===== src/rtl/riscv_ctrl_pkg.sv =====
// Shared control encodings for the RISC core: branch-select codes, PC mux codes
// and the branch sequencer state type.
package riscv_ctrl_pkg;

    localparam logic [1:0] BS_NONE = 2'b00;
    localparam logic [1:0] BS_COND = 2'b01;
    localparam logic [1:0] BS_JREG = 2'b10;
    localparam logic [1:0] BS_JIMM = 2'b11;

    localparam logic [1:0] PC_SEL_SEQ   = 2'd0;
    localparam logic [1:0] PC_SEL_BRA   = 2'd1;
    localparam logic [1:0] PC_SEL_RAA   = 2'd2;
    localparam logic [1:0] PC_SEL_BRA_J = 2'd3;

    typedef enum logic {
        RUN   = 1'b0,
        FLUSH = 1'b1
    } seq_state_t;

endpackage


===== src/rtl/branch_sequencer_sat_counter.sv =====
// Saturating event counter: counts up on inc and holds at all-ones instead of wrapping.
module sat_counter #(
    parameter int CNT_W = 16
) (
    input  logic             CLK,
    input  logic             reset,
    input  logic             inc,
    output logic [CNT_W-1:0] count
);

    localparam logic [CNT_W-1:0] ONE = CNT_W'(1);

    // NOTE: sequential state uses non-blocking assignments so every flop samples pre-edge values.
    always_ff @(posedge CLK or posedge reset) begin
        if (reset) begin
            count <= '0;
        end else if (inc && (count != '1)) begin
            count <= count + ONE;
        end
    end

endmodule


===== src/rtl/branch_sequencer.sv =====
// EX-stage branch sequencer: resolves the branch decision, drives the PC mux and
// redirect target, bubbles IF/DE after a redirect and arbitrates load-use stalls.
module branch_sequencer
    import riscv_ctrl_pkg::*;
#(
    parameter int PC_W        = 8,
    parameter int FLUSH_DEPTH = 2,
    parameter int CNT_W       = 16
) (
    input  logic             CLK,
    input  logic             reset,
    input  logic             ex_valid,
    input  logic [1:0]       BS,
    input  logic             PS,
    input  logic             Z,
    input  logic [PC_W-1:0]  BrA,
    input  logic [PC_W-1:0]  RAA,
    input  logic             hazard_stall,
    output logic [1:0]       pc_sel,
    output logic [PC_W-1:0]  target_pc,
    output logic             pc_en,
    output logic             flush_if,
    output logic             flush_de,
    output logic             stall,
    output logic             busy,
    output logic [CNT_W-1:0] branch_cnt,
    output logic [CNT_W-1:0] taken_cnt
);

    localparam logic [2:0] FLUSH_LOAD = 3'(FLUSH_DEPTH - 1);

    seq_state_t state;
    logic [2:0] flush_cnt;
    logic       accept;
    logic       cond_met;
    logic       taken;
    logic       branch_seen;

    // Reset gates the decision so outputs return to idle values without waiting for an edge.
    assign accept      = ex_valid & (state == RUN) & ~reset;
    assign cond_met    = (BS == BS_COND) & (PS ^ Z);
    assign taken       = accept & (BS[1] | cond_met);
    assign branch_seen = accept & (BS != BS_NONE);

    // NOTE: every always_comb output gets a default first so no path can infer a latch.
    always_comb begin
        pc_sel    = PC_SEL_SEQ;
        target_pc = '0;
        pc_en     = 1'b1;
        flush_if  = 1'b0;
        flush_de  = 1'b0;
        stall     = 1'b0;
        busy      = 1'b0;
        if (!reset) begin
            if (state == FLUSH) begin
                flush_if = 1'b1;
                flush_de = 1'b1;
                busy     = 1'b1;
            end else if (taken) begin
                // Redirect beats a load-use stall: the EX instruction is older than DE.
                unique case (BS)
                    BS_JREG: begin
                        pc_sel    = PC_SEL_RAA;
                        target_pc = RAA;
                    end
                    BS_JIMM: begin
                        pc_sel    = PC_SEL_BRA_J;
                        target_pc = BrA;
                    end
                    default: begin
                        pc_sel    = PC_SEL_BRA;
                        target_pc = BrA;
                    end
                endcase
                flush_if = 1'b1;
                flush_de = 1'b1;
            end else if (hazard_stall) begin
                pc_en = 1'b0;
                stall = 1'b1;
            end
        end
    end

    always_ff @(posedge CLK or posedge reset) begin
        if (reset) begin
            state     <= RUN;
            flush_cnt <= '0;
        end else begin
            unique case (state)
                RUN: begin
                    if (taken && (FLUSH_DEPTH > 1)) begin
                        flush_cnt <= FLUSH_LOAD;
                        state     <= FLUSH;
                    end
                end
                FLUSH: begin
                    flush_cnt <= flush_cnt - 3'd1;
                    if (flush_cnt == 3'd1) begin
                        state <= RUN;
                    end
                end
                default: state <= RUN;
            endcase
        end
    end

    sat_counter #(.CNT_W(CNT_W)) u_branch_cnt (
        .CLK   (CLK),
        .reset (reset),
        .inc   (branch_seen),
        .count (branch_cnt)
    );

    sat_counter #(.CNT_W(CNT_W)) u_taken_cnt (
        .CLK   (CLK),
        .reset (reset),
        .inc   (taken),
        .count (taken_cnt)
    );

endmodule


===== config.mk =====
export PLATFORM = sky130hd
export DESIGN_NAME = branch_sequencer
export DESIGN_NICKNAME = d
export VERILOG_FILES = /design/src/rtl/riscv_ctrl_pkg.sv /design/src/rtl/branch_sequencer_sat_counter.sv /design/src/rtl/branch_sequencer.sv
export SDC_FILE = /design/constraint.sdc
export NUM_CORES = 1
export LEC_CHECK = 0
export BUFFER_PORTS_ARGS = -buffer_cell sky130_fd_sc_hd__buf_2
export CORE_ASPECT_RATIO = 1.4
export CORE_MARGIN = 2
export CORE_UTILIZATION = 30
export DETAILED_ROUTE_END_ITERATION = 7
export PLACE_DENSITY = 0.58
export SYNTH_ARGS = -nofsm -noshare
export SYNTH_HDL_FRONTEND = slang
export SYNTH_SLANG_ARGS = --single-unit

===== constraint.sdc =====
create_clock -name CLK -period 4.2 [get_ports CLK]
set_input_delay 0.21 -clock CLK [delete_from_list [all_inputs] [get_ports CLK]]
set_output_delay 0.21 -clock CLK [all_outputs]
set_load 0.05 [all_outputs]

==> metrics.md, run 1 <==
| Metric | Value |
|---|---|
| CP Data Required Time | `~4400 ps` |
| Critical path cell sequence | `ha_1, nand4_1, nor4_2, nor2_1, mux2_2` |
| Placed wire-length estimate | `3550 um` |
| Worst Max-Slew Pin Slew | `1020 ps` |
| Drt via density | `5.03` |
| Total GRT Usage | `0.128` |
| Worst ir drop on vdd | `approximately 0.16 mV` |
| # resized after CTS | `0` |
| Slew margin rel. | `0.314` |
| Hold crit path type | `in -> async` |
| Hold_buf cts | `0` |
| Post-Syn Area | `2030 um^2` |
| Fmax | `438 MHz` |
| Kind of critical path | `reg -> reg` |
| Num ports | `71` |
| CP arrival | `2460 ps` |
| Pleak | `0.00128 uW` |
| Reg2reg end | `u_taken_cnt.count[1]$_DFFE_PP0P_` |
| Proportion of power drawn by flip-flops and latches | `0.411` |
| Post-place setup slack | `roughly 1900 ps` |
| CP startpoint kind | `flop` |
| Gate power share | `0.399` |
| Largest fanout on the critical path | `12` |
| First-pass GRT wire length | `7630 um` |
| Cell taking the most area after synthesis | `dfrtp_1` |
| Postcts setup bufs | `0` |
| Share of cells above drive strength 1 | `0.319` |
| Net Sw Frac | `0.450` |
| Sequential area share after synthesis | `0.444` |
| Crit end category | `flop` |
| Placed inst area | `2450 um^2` |
| Synth warn | `0` |
| Register area | `901 um^2` |
| Final hold viol count | `0` |
| CTS tree | `yes` |
| Setup WS post-layout | `1920 ps` |
| Antenna Cells | `0` |
| Clk root buf | `clkbuf_8` |
| Clock share of power | `0.190` |
| Die width | `73.5 um` |
| Top cell type's share of synthesized area | `0.444` |
| Grt ovf | `0` |
| Slew Viols, Final | `0` |
| Routed Antenna Nets | `0` |
| Die H | `101 um` |
| Floorplan core area | `6570 um^2` |
| Final Skew | `6.93 ps` |
| CTS H-tree depth | `2` |
| Top cells by area, synth | `dfrtp_1, xor2_1, nand2_1` |
| Yosys reg bits | `36` |
| Port bufs | `70` |
| Crit-path max cell delay | `910 ps` |
| Fin area | `2530 um^2` |
| Worst R2R Path Depth | `5` |
| Antenna violations before repair | `0` |
| Unrepaired setup endpoints after global routing | `no` |
| Die footprint | `7440 um^2` |
| Total routed wirelength | `4770 um` |
| Max capacitance violation total | `0` |
| Initial Util | `0.309` |
| Post-Synthesis Cells | `~210` |
| Fill count | `705` |
| Via count of the first global-routing pass | `roughly 1700` |
| Reg-to-Reg Start | `u_taken_cnt.count[0]$_DFFE_PP0P_` |
| Rows | `35` |
| P per Cell Area | `472 nW/um^2` |
| Via count | `1804` |
| Residual DRC count | `0` |
| Switch Pwr | `537 uW` |
| R2R setup slack | `1920 ps` |
| Unique masters post-synth | `39` |
| Int Pwr | `657 uW` |
| CP max stage cell | `nor4_2` |
| Final setup vio count | `0` |
| Inserted Clock Buffers | `5` |
| RD Place Congestion | `0.834` |
| Average cell area after synthesis | `9.52 um^2` |
| Pre-Repair DR Iteration Count | `4` |
| Nets@finish | `313` |
| Clk slew on worst S/H paths | `70 ps` |
| Setup TNS | `0 ps` |
| Synthesized Nets | `241` |
| Synth-to-Final Area Change | `24.8%` |
| Clock sink count | `36` |
| Outcome | `finished clean` |
| Largest net degree at the start of global routing | `37` |
| Initial DRC Count | `58` |
| CTS Buffer Depth | `2` |
| Final period util | `0.544` |
| Tmin final | `roughly 2300 ps` |
| Avg WL per Cell | `13.3 um` |
| Skew-Pair Late Insertion Delay | `between 200 and 300 ps` |
| Multi-input logic area | `~1100 um^2` |
==> routing by layer <==
| metal | routed length (um) | vias to the layer above | part of all wire | GRT usage |
|---|---|---|---|---|
| met2 | 2310 | 56 | 0.48 | 0.219 |
| met1 | 2140 | 850 | 0.45 | 0.157 |
| li1 | - | 894 | - | - |
| met5 | 0 | - | 0 | 0 |
| met3 | 255 | 4 | 0.054 | 0.0239 |
| met4 | 65 | 0 | 0.014 | 0.0517 |
==> layout by cell type, fill, tap and decap left out, types with 6 or more instances in the layout <==
master	n
a21oi_1	11
nand2_1	30
nand4_1	8
nor3_1	10
xnor2_1	8
dfrtp_1	36
nand3_1	10
mux2_2	6
inv_1	7
xor2_1	18
nor2_1	10
buf_2	70
==> sequential cells by signal (all words and copies together) (netlist names) <==
register,cells
flush_cnt,3
u_taken_cnt.count,16
u_branch_cnt.count,16
state,1
==> area by class of cell <==
cell class | count | area share
Multi-Input combinational cell | 163 | 0.422
Sequential cell | 36 | 0.356
Timing Repair Buffer | 72 | 0.144
Tap cell | 74 | 0.0366
Clock buffer | 6 | 0.0287
Inverter | 7 | 0.0104
Clock inverter | 1 | 0.00198
==> through the flow <==
step	hold slack [ps]	std cells	utilization	total power, uW
finish	87.9	359	0.385	1190
global route	137	359	0.385	1270
CTS	104	359	0.385	1210
detailed placement	410	352	0.373	979
global placement	407	352	0.373	972
floorplan	377	213	-	855
==> how the worst max path moves through the flow <==
stage | from | to | slack, ps
after floorplan | state$_DFF_PP0_ | target_pc[7] | 590
after global placement | u_taken_cnt.count[0]$_DFFE_PP0P_ | u_taken_cnt.count[1]$_DFFE_PP0P_ | 1990
after detailed placement | u_taken_cnt.count[0]$_DFFE_PP0P_ | u_taken_cnt.count[1]$_DFFE_PP0P_ | 1930
after CTS | state$_DFF_PP0_ | target_pc[7] | 1890
after global routing | state$_DFF_PP0_ | target_pc[7] | 1650
final | u_taken_cnt.count[0]$_DFFE_PP0P_ | u_taken_cnt.count[1]$_DFFE_PP0P_ | 1920
==> cell usage after synthesis, drive strengths merged <==
master / number
a2111oi: 1
a21oi: 11
and2: 3
and3: 5
and4: 5
buf: 6
clkbuf: 1
dfrtp: 36
ha: 4
inv: 7
mux2: 6
mux2i: 2
nand2: 30
nand2b: 2
nand3: 10
nand4: 8
nor2: 11
nor2b: 2
nor3: 10
nor3b: 2
nor4: 6
nor4b: 3
o2111ai: 2
o211ai: 3
o21ai: 6
o21bai: 1
o311ai: 1
or2: 1
or3b: 1
or4: 1
xnor2: 8
xor2: 18
==> logic make-up after synthesis <==
family,count (synthesis),synth area share
mux,8,0.0432
xor+xnor,26,0.112
fa+ha+maj,4,0.0247
simple gates,100,0.272
buf+inv,14,0.0296
compound gates,25,0.0741
flops,36,0.444
==> power groups by stage <==
stage,sequential (uW),clock [uW],combinational (uW)
after CTS,492,239,483
after global routing,504,250,514
after global placement,494,0,478
after detailed placement,498,0,481
final,491,227,476
after floorplan,653,0,202
==> critical path, delay by kind of cell (launching register included) <==
| family | cells | cell delay [ps] |
|---|---|---|
| adder cells (fa/ha/maj) | 1 | 200 |
| flip-flops | 1 | 420 |
| multiplexers | 1 | 320 |
| AND/OR/NAND/NOR | 3 | 1240 |
Power figures use the tool's default switching activity.
==> inputs of run 2 (changes only) <==
--- a/config.mk
+++ b/config.mk
@@ -5,6 +5,7 @@
 export SDC_FILE = /design/constraint.sdc
 export NUM_CORES = 1
 export LEC_CHECK = 0
+export ABC_AREA = 1
 export BUFFER_PORTS_ARGS = -buffer_cell sky130_fd_sc_hd__buf_2
 export CORE_ASPECT_RATIO = 1.4
 export CORE_MARGIN = 2
==> constraint.sdc (replaced) <==
create_clock -name CLK -period 2.1 [get_ports CLK]
set_input_delay 0.105 -clock CLK [delete_from_list [all_inputs] [get_ports CLK]]
set_output_delay 0.105 -clock CLK [all_outputs]
set_load 0.05 [all_outputs]
==> run 2 against run 1 <==
  * Register-to-register slack worse by 1500 ps
  * First-iteration DRC count is 110% higher
  * Worst setup slack worse by 1700 ps
  * Die area is 19% higher
  * Core utilization is 0.21 points higher
  * Worst hold slack better by 150 ps
  * Clock power grew to 2.9 times the previous value
  * Critical path type is now in -> out
  * Critical endpoint is now flush_de
==> metrics.md, run 2 <==
| Metric | Value |
|---|---|
| Fill count | `872` |
| CP Data Required Time | `~2000 ps` |
| Residual DRC count | `0` |
| Die H | `~110 um` |
| Register area | `901 um^2` |
| Kind of critical path | `in -> out` |
| Layout Cells excl Fill | `539` |
| Final setup vio count | `0` |
| Avg WL per Cell | `11.0 um` |
| RD Place Congestion | `between 0.7 and 0.8` |
| Largest net degree at the start of global routing | `37` |
| Initial DRC Count | `122` |
| Share of cells above drive strength 1 | `0.235` |
| Dpl cells | `530` |
| Num ports | `~70` |
| Routed Antenna Nets | `0` |
| Postcts setup bufs | `0` |
| Top cells by area, synth | `dfrtp_1, nand2_1, nor2_1` |
| First-pass GRT wire length | `about 10000 um` |
| Placed wire-length estimate | `4470 um` |
| Main combinational cell family by area after synthesis | `simple AND/OR/NAND/NOR gates` |
| Mux share of post-synthesis cell area | `0` |
| CTS H-tree depth | `2` |
| Compound-Gate Fraction of Synth Area | `0.0591` |
| Final period util | `0.888` |
| Hold crit path type | `in -> reg` |
| Slew margin rel. | `0.672` |
| Initial Util | `0.312` |
| P per Cell Area | `938 nW/um^2` |
| Antenna violations before repair | `0` |
| Synth warn | `0` |
| CTS tree | `yes` |
| Gate power share | `0.408` |
| Clock share of power | `0.236` |
| Port bufs | `70` |
| Setup TNS | `0 ps` |
| Final hold viol count | `0` |
| Clk slew on worst S/H paths | `70 ps` |
| Worst ir drop on vdd | `0.568 mV` |
| Grt ovf | `0` |
| Fmax | `536 MHz` |
| Max capacitance violation total | `0` |
| Clk root buf | `clkbuf_8` |
| Switch Pwr | `1280 uW` |
| Cell taking the most area after synthesis | `dfrtp_1` |
| Synth async-reset ratio | `1.00` |
| Rows | `38` |
| Die width | `~80 um` |
| Most frequent cell after synthesis | `nand2_1` |
| Synthesized Nets | `391` |
| Top_reg_cell synth | `dfrtp_1` |
| Unique masters post-synth | `24` |
| CP arrival | `~1800 ps` |
| Skew-Pair Late Insertion Delay | `280 ps` |
| Post-Synthesis Cells | `363` |
| Outcome | `finished clean` |
| Die footprint | `8860 um^2` |
| Largest fanout on the critical path | `14` |
| Slew Viols, Final | `0` |
| CTS Buffer Depth | `2` |
| Via count of the first global-routing pass | `2308` |
| Unrepaired setup endpoints after global routing | `no` |
| Synth-to-Final Area Change | `23.9%` |
| Total GRT Usage | `0.145` |
| Clock sink count | `36` |
| Post-Synth Adder-Cell Area | `0.0206` |
| Antenna Cells | `0` |
| CP startpoint kind | `primary input` |
| Most frequent cells after synthesis | `nand2_1, nor2_1, dfrtp_1` |
| Top cell type's share of synthesized area | `0.370` |
| Multi-input logic area | `~1300 um^2` |
| Inserted Clock Buffers | `5` |
| XOR/XNOR share of the synthesized area | `0.0468` |
| Pleak | `0.00168 uW` |
| Final Skew | `just over 10 ps` |
| Crit end category | `primary output` |
| Total routed wirelength | `a little under 6000 um` |
| Int Pwr | `1550 uW` |
| Drt via density | `4.49` |
| Floorplan core area | `7800 um^2` |
| Proportion of power drawn by flip-flops and latches | `0.356` |
| Post-Synth Simple-Gate Area | `0.424` |
| Yosys reg bits | `36` |
| Sequential area share after synthesis | `0.370` |
| Tmin final | `about 1900 ps` |
| Net Sw Frac | `0.452` |
| Post-Syn Area | `2430 um^2` |
| # resized after CTS | `0` |
| Pre-Repair DR Iteration Count | `4` |
| Via count | `about 2400` |
| Average cell area after synthesis | `6.71 um^2` |
| Commonest cells after routing, fill and taps aside | `nand2_1, buf_2, nor2_1` |
| Nets@finish | `466` |
| Worst Max-Slew Pin Slew | `492 ps` |
| EDFF count, synth | `0` |
| Most common cell after layout, fill and taps aside | `nand2_1` |
| Largest registers | `u_branch_cnt.count x16, u_taken_cnt.count x16, flush_cnt x3` |
==> run 2: changes by cell type after synthesis, moves of 6 or more <==
cell / delta
nor2_1: +29
inv_1: +28
nor3_1: -10
nand2_2: +6
o21ai_1: +6
mux2_2: -6
xor2_1: -9
nand2_1: +131
==> run 2: kinds of logic (layout without fill, tap and decap cells) <==
kind of cell,count (synthesis),count (layout)
buffers and inverters,44,120
adder cells (fa/ha/maj),4,4
XOR/XNOR,13,13
flip-flops,36,36
AND/OR/NAND/NOR,240,240
AO/OA/AOI/OAI,26,26
==> run 2: cell type report <==
| type | count | share of cell area |
|---|---|---|
| clock inverters | 1 | 0.00995 |
| multi-input cells | 283 | 0.444 |
| flip-flops and latches | 36 | 0.299 |
| repair buffers | 74 | 0.127 |
| inverters | 38 | 0.0473 |
| well taps | 100 | 0.0415 |
| clock buffers | 7 | 0.0319 |
==> run 2: power by group through the flow <==
stage	Combinational (uW)	Clock [uW]	Sequential, uW
2_1_floorplan	560	0	1350
3_3_place_gp	1160	0	1020
3_5_place_dp	1170	0	1030
4_1_cts	1170	699	1010
5_1_grt	1270	726	1050
6_report	1160	669	1010
==> run 2: layer usage <==
layer | vias up | GRT usage | share of wire | wire (um)
met5 | - | 0 | 0 | 0
met4 | 0 | 0.0429 | 0.014 | 81
met3 | 8 | 0.0302 | 0.028 | 164
met2 | 39 | 0.253 | 0.54 | 3230
met1 | 1107 | 0.175 | 0.41 | 2450
li1 | 1267 | - | - | -
==> run 2: stage by stage <==
stage / util / area [um^2] / setup WS, ps / power [uW] / hold slack (ps)
after CTS: 0.387 / 3020 / 209 / 2880 / 234
after detailed placement: 0.370 / 2880 / 456 / 2190 / 301
after global placement: 0.370 / 2880 / 498 / 2170 / 306
after floorplan: - / 2430 / 192 / 1910 / 280
final: 0.387 / 3020 / 235 / 2830 / 241
after global routing: 0.387 / 3020 / 23.0 / 3050 / 272
==> run 2: worst paths after layout <==
path | startpoint | end | slack, ps | depth (start not counted)
worst max-delay path | reset | flush_de | 230 | 9
worst min-delay path | BS[1] | state$_DFF_PP0_ | 240 | 3
worst max register to register | u_branch_cnt.count[0]$_DFFE_PP0P_ | u_branch_cnt.count[9]$_DFFE_PP0P_ | 460 | 9
worst min register to register | flush_cnt[0]$_DFFE_PP0P_ | flush_cnt[0]$_DFFE_PP0P_ | 530 | 2
max in group asynchronous | reset | u_branch_cnt.count[8]$_DFFE_PP0P_ | 1220 | 4
min in group asynchronous | reset | flush_cnt[1]$_DFFE_PP0P_ | 520 | 4
==> run 2: repair_timing <==
action	4_1_cts	5_1_grt
setup endpoints to repair	0	0
hold buffers	1	0
endpoints found under the hold margin	36	0
==> run 2: worst max-delay path, cell delays in order <==
cell and delay (ps):
dlygate4sd3_1 530, buf_2 130, nor2_1 110, nand2_1 130, o21bai_4 280, nand2_1 120
nand2_1 50, inv_1 50, buf_2 250
==> inputs of run 3 (changes only) <==
--- a/config.mk
+++ b/config.mk
@@ -6,12 +6,12 @@
 export NUM_CORES = 1
 export LEC_CHECK = 0
 export ABC_AREA = 1
-export BUFFER_PORTS_ARGS = -buffer_cell sky130_fd_sc_hd__buf_2
 export CORE_ASPECT_RATIO = 1.4
 export CORE_MARGIN = 2
 export CORE_UTILIZATION = 30
 export DETAILED_ROUTE_END_ITERATION = 7
-export PLACE_DENSITY = 0.58
+export DONT_BUFFER_PORTS = 1
+export PLACE_DENSITY = 0.5
 export SYNTH_ARGS = -nofsm -noshare
 export SYNTH_HDL_FRONTEND = slang
 export SYNTH_SLANG_ARGS = --single-unit
==> run 3 against run 2 <==
  * Clock skew down 6.4 ps
  * Sequential power shrank 7%
  * Clock power decreased by 28%
  * Worst setup slack improved by 72 ps
  * Via count down 2.8%
  * Maximum frequency is 4.0% higher
==> metrics.md, run 3 (same netlist as run 2, synthesis figures left out) <==
| Metric | Value |
|---|---|
| Outcome | `finished clean` |
| CP startpoint kind | `flop` |
| Setup TNS | `0 ps` |
| CTS H-tree depth | `2` |
| Total GRT Usage | `0.147` |
| Cell depth of the worst hold path | `2` |
| Clk slew on worst S/H paths | `~70 ps` |
| CTS Buffer Depth | `2` |
| Slew Viols, Final | `0` |
| Tmin final | `between 1500 and 2000 ps` |
| Worst Max-Slew Pin Slew | `502 ps` |
| Die H | `111 um` |
| Dpl cells | `roughly 510` |
| Max capacitance violation total | `0` |
| CP Data Required Time | `2000 ps` |
| P per Cell Area | `915 nW/um^2` |
| Crit end category | `primary output` |
| Routed Antenna Nets | `0` |
| Busiest layer in global routing | `met2` |
| Num ports | `slightly above 70` |
| Drt via density | `4.59` |
| Largest net degree at the start of global routing | `37` |
| Hold crit path type | `in -> reg` |
| Fmax | `558 MHz` |
| Antenna Cells | `0` |
| Met3 usage | `0.0319` |
| Unrepaired setup endpoints after global routing | `no` |
| Most common cell after layout, fill and taps aside | `nand2_1` |
| Via count of the first global-routing pass | `2316` |
| Critical path cell sequence | `nor2_1, nand2_1, o21bai_4, nand2_1, nand2_1, inv_1, buf_12` |
| Pre-Repair DR Iteration Count | `5` |
| Floorplan core area | `between 7000 and 8000 um^2` |
| Clk root buf | `clkbuf_8` |
| RD Place Congestion | `0.753` |
| Worst ir drop on vdd | `0.317 mV` |
| Pleak | `0.00157 uW` |
| Die footprint | `between 8000 and 9000 um^2` |
| Final hold viol count | `0` |
| Kind of critical path | `reg -> out` |
| Rows | `38` |
| Most used cell, CP | `nand2_1` |
| Synth-to-Final Area Change | `21.9%` |
| Share of cells above drive strength 1 | `0.184` |
| CP max stage cell | `dfrtp_1` |
| Nets@finish | `441` |
| Final setup vio count | `0` |
| M2 GR Usage | `0.264` |
| First-pass GRT wire length | `10600 um` |
| Avg WL per Cell | `11.8 um` |
| M1 GR Usage | `0.171` |
| Grt ovf | `0` |
| Slew margin rel. | `0.665` |
| Inserted Clock Buffers | `5` |
| Layout Cells excl Fill | `513` |
| Die width | `80.1 um` |
| Antenna violations before repair | `0` |
| Initial DRC Count | `83` |
| Via count | `2354` |
| CP arrival | `1690 ps` |
| Port bufs | `0` |
| Total routed wirelength | `just over 6000 um` |
| Placed wire-length estimate | `4560 um` |
| Worst R2R Path Depth | `9` |
| Final period util | `0.854` |
| Total Power | `2720 uW` |
| Crit-path max cell delay | `410 ps` |
| Postcts setup bufs | `0` |
| CTS tree | `yes` |
| Largest fanout on the critical path | `14` |
| Commonest cells after routing, fill and taps aside | `nand2_1, buf_4, nor2_1` |
| Initial Util | `0.312` |
| Residual DRC count | `0` |
| Largest registers | `u_branch_cnt.count x16, u_taken_cnt.count x16, flush_cnt x3` |
| Final Skew | `3.92 ps` |
| Clock sink count | `36` |
| Skew-Pair Late Insertion Delay | `280 ps` |
## run 3: changes by cell type in the layout (fill, tap and decap cells not counted), sizes merged
cell and change:
clkinv +1, bufinv -1, buf -25, clkbuf -1
## run 3: routing by layer
metal	vias up	routed length, um
li1	1221	-
met1	1088	2480
met2	41	3300
met3	4	243
met4	0	59
met5	-	0
## run 3: what timing repair did
action / 4_1_cts / 5_1_grt
gates resized for setup: 0 / 0
hold buffers: 1 / 0
endpoints found under the hold margin: 36 / 0
## run 3: report_power, final
group | switching, uW | internal (uW)
logic | 924 | 366
clock network | 258 | 226
registers | 106 | 836
total | 1290 | 1430
## run 3: worst paths after layout
path	from	to	slack, ps
worst max-delay path	state$_DFF_PP0_	flush_if	310
worst min-delay path	BS[1]	state$_DFF_PP0_	80
worst max register to register	u_branch_cnt.count[0]$_DFFE_PP0P_	u_branch_cnt.count[8]$_DFFE_PP0P_	460
worst min register to register	u_taken_cnt.count[6]$_DFFE_PP0P_	u_taken_cnt.count[6]$_DFFE_PP0P_	530
max in group asynchronous	reset	u_taken_cnt.count[14]$_DFFE_PP0P_	1330
min in group asynchronous	reset	flush_cnt[1]$_DFFE_PP0P_	420
## run 3: worst max-delay path: cells and delay by family, from the launching register on
| family | cells | cell delay, ps |
|---|---|---|
| flip-flops | 1 | 410 |
| AND/OR/NAND/NOR | 4 | 450 |
| AO/OA/AOI/OAI | 1 | 280 |
| buffers and inverters | 2 | 260 |
## run 3: layout make-up
cell class	count	area [um^2]
tap	100	125
inverter	38	143
clock inverter	1	5.00
multi-input combinational	283	1340
timing repair buffer	49	383
clock buffer	6	72.6
fill	876	4830
sequential	36	901
## run 3: per-stage QoR
stage	instance area [um^2]	worst slack, ps	utilization	hold WS, ps
after CTS	2970	256	0.381	68.5
after global routing	2970	112	0.381	74.0
after detailed placement	2880	474	0.370	182
after floorplan	2430	192	-	280
final	2970	306	0.381	75.3
after global placement	2880	517	0.370	182
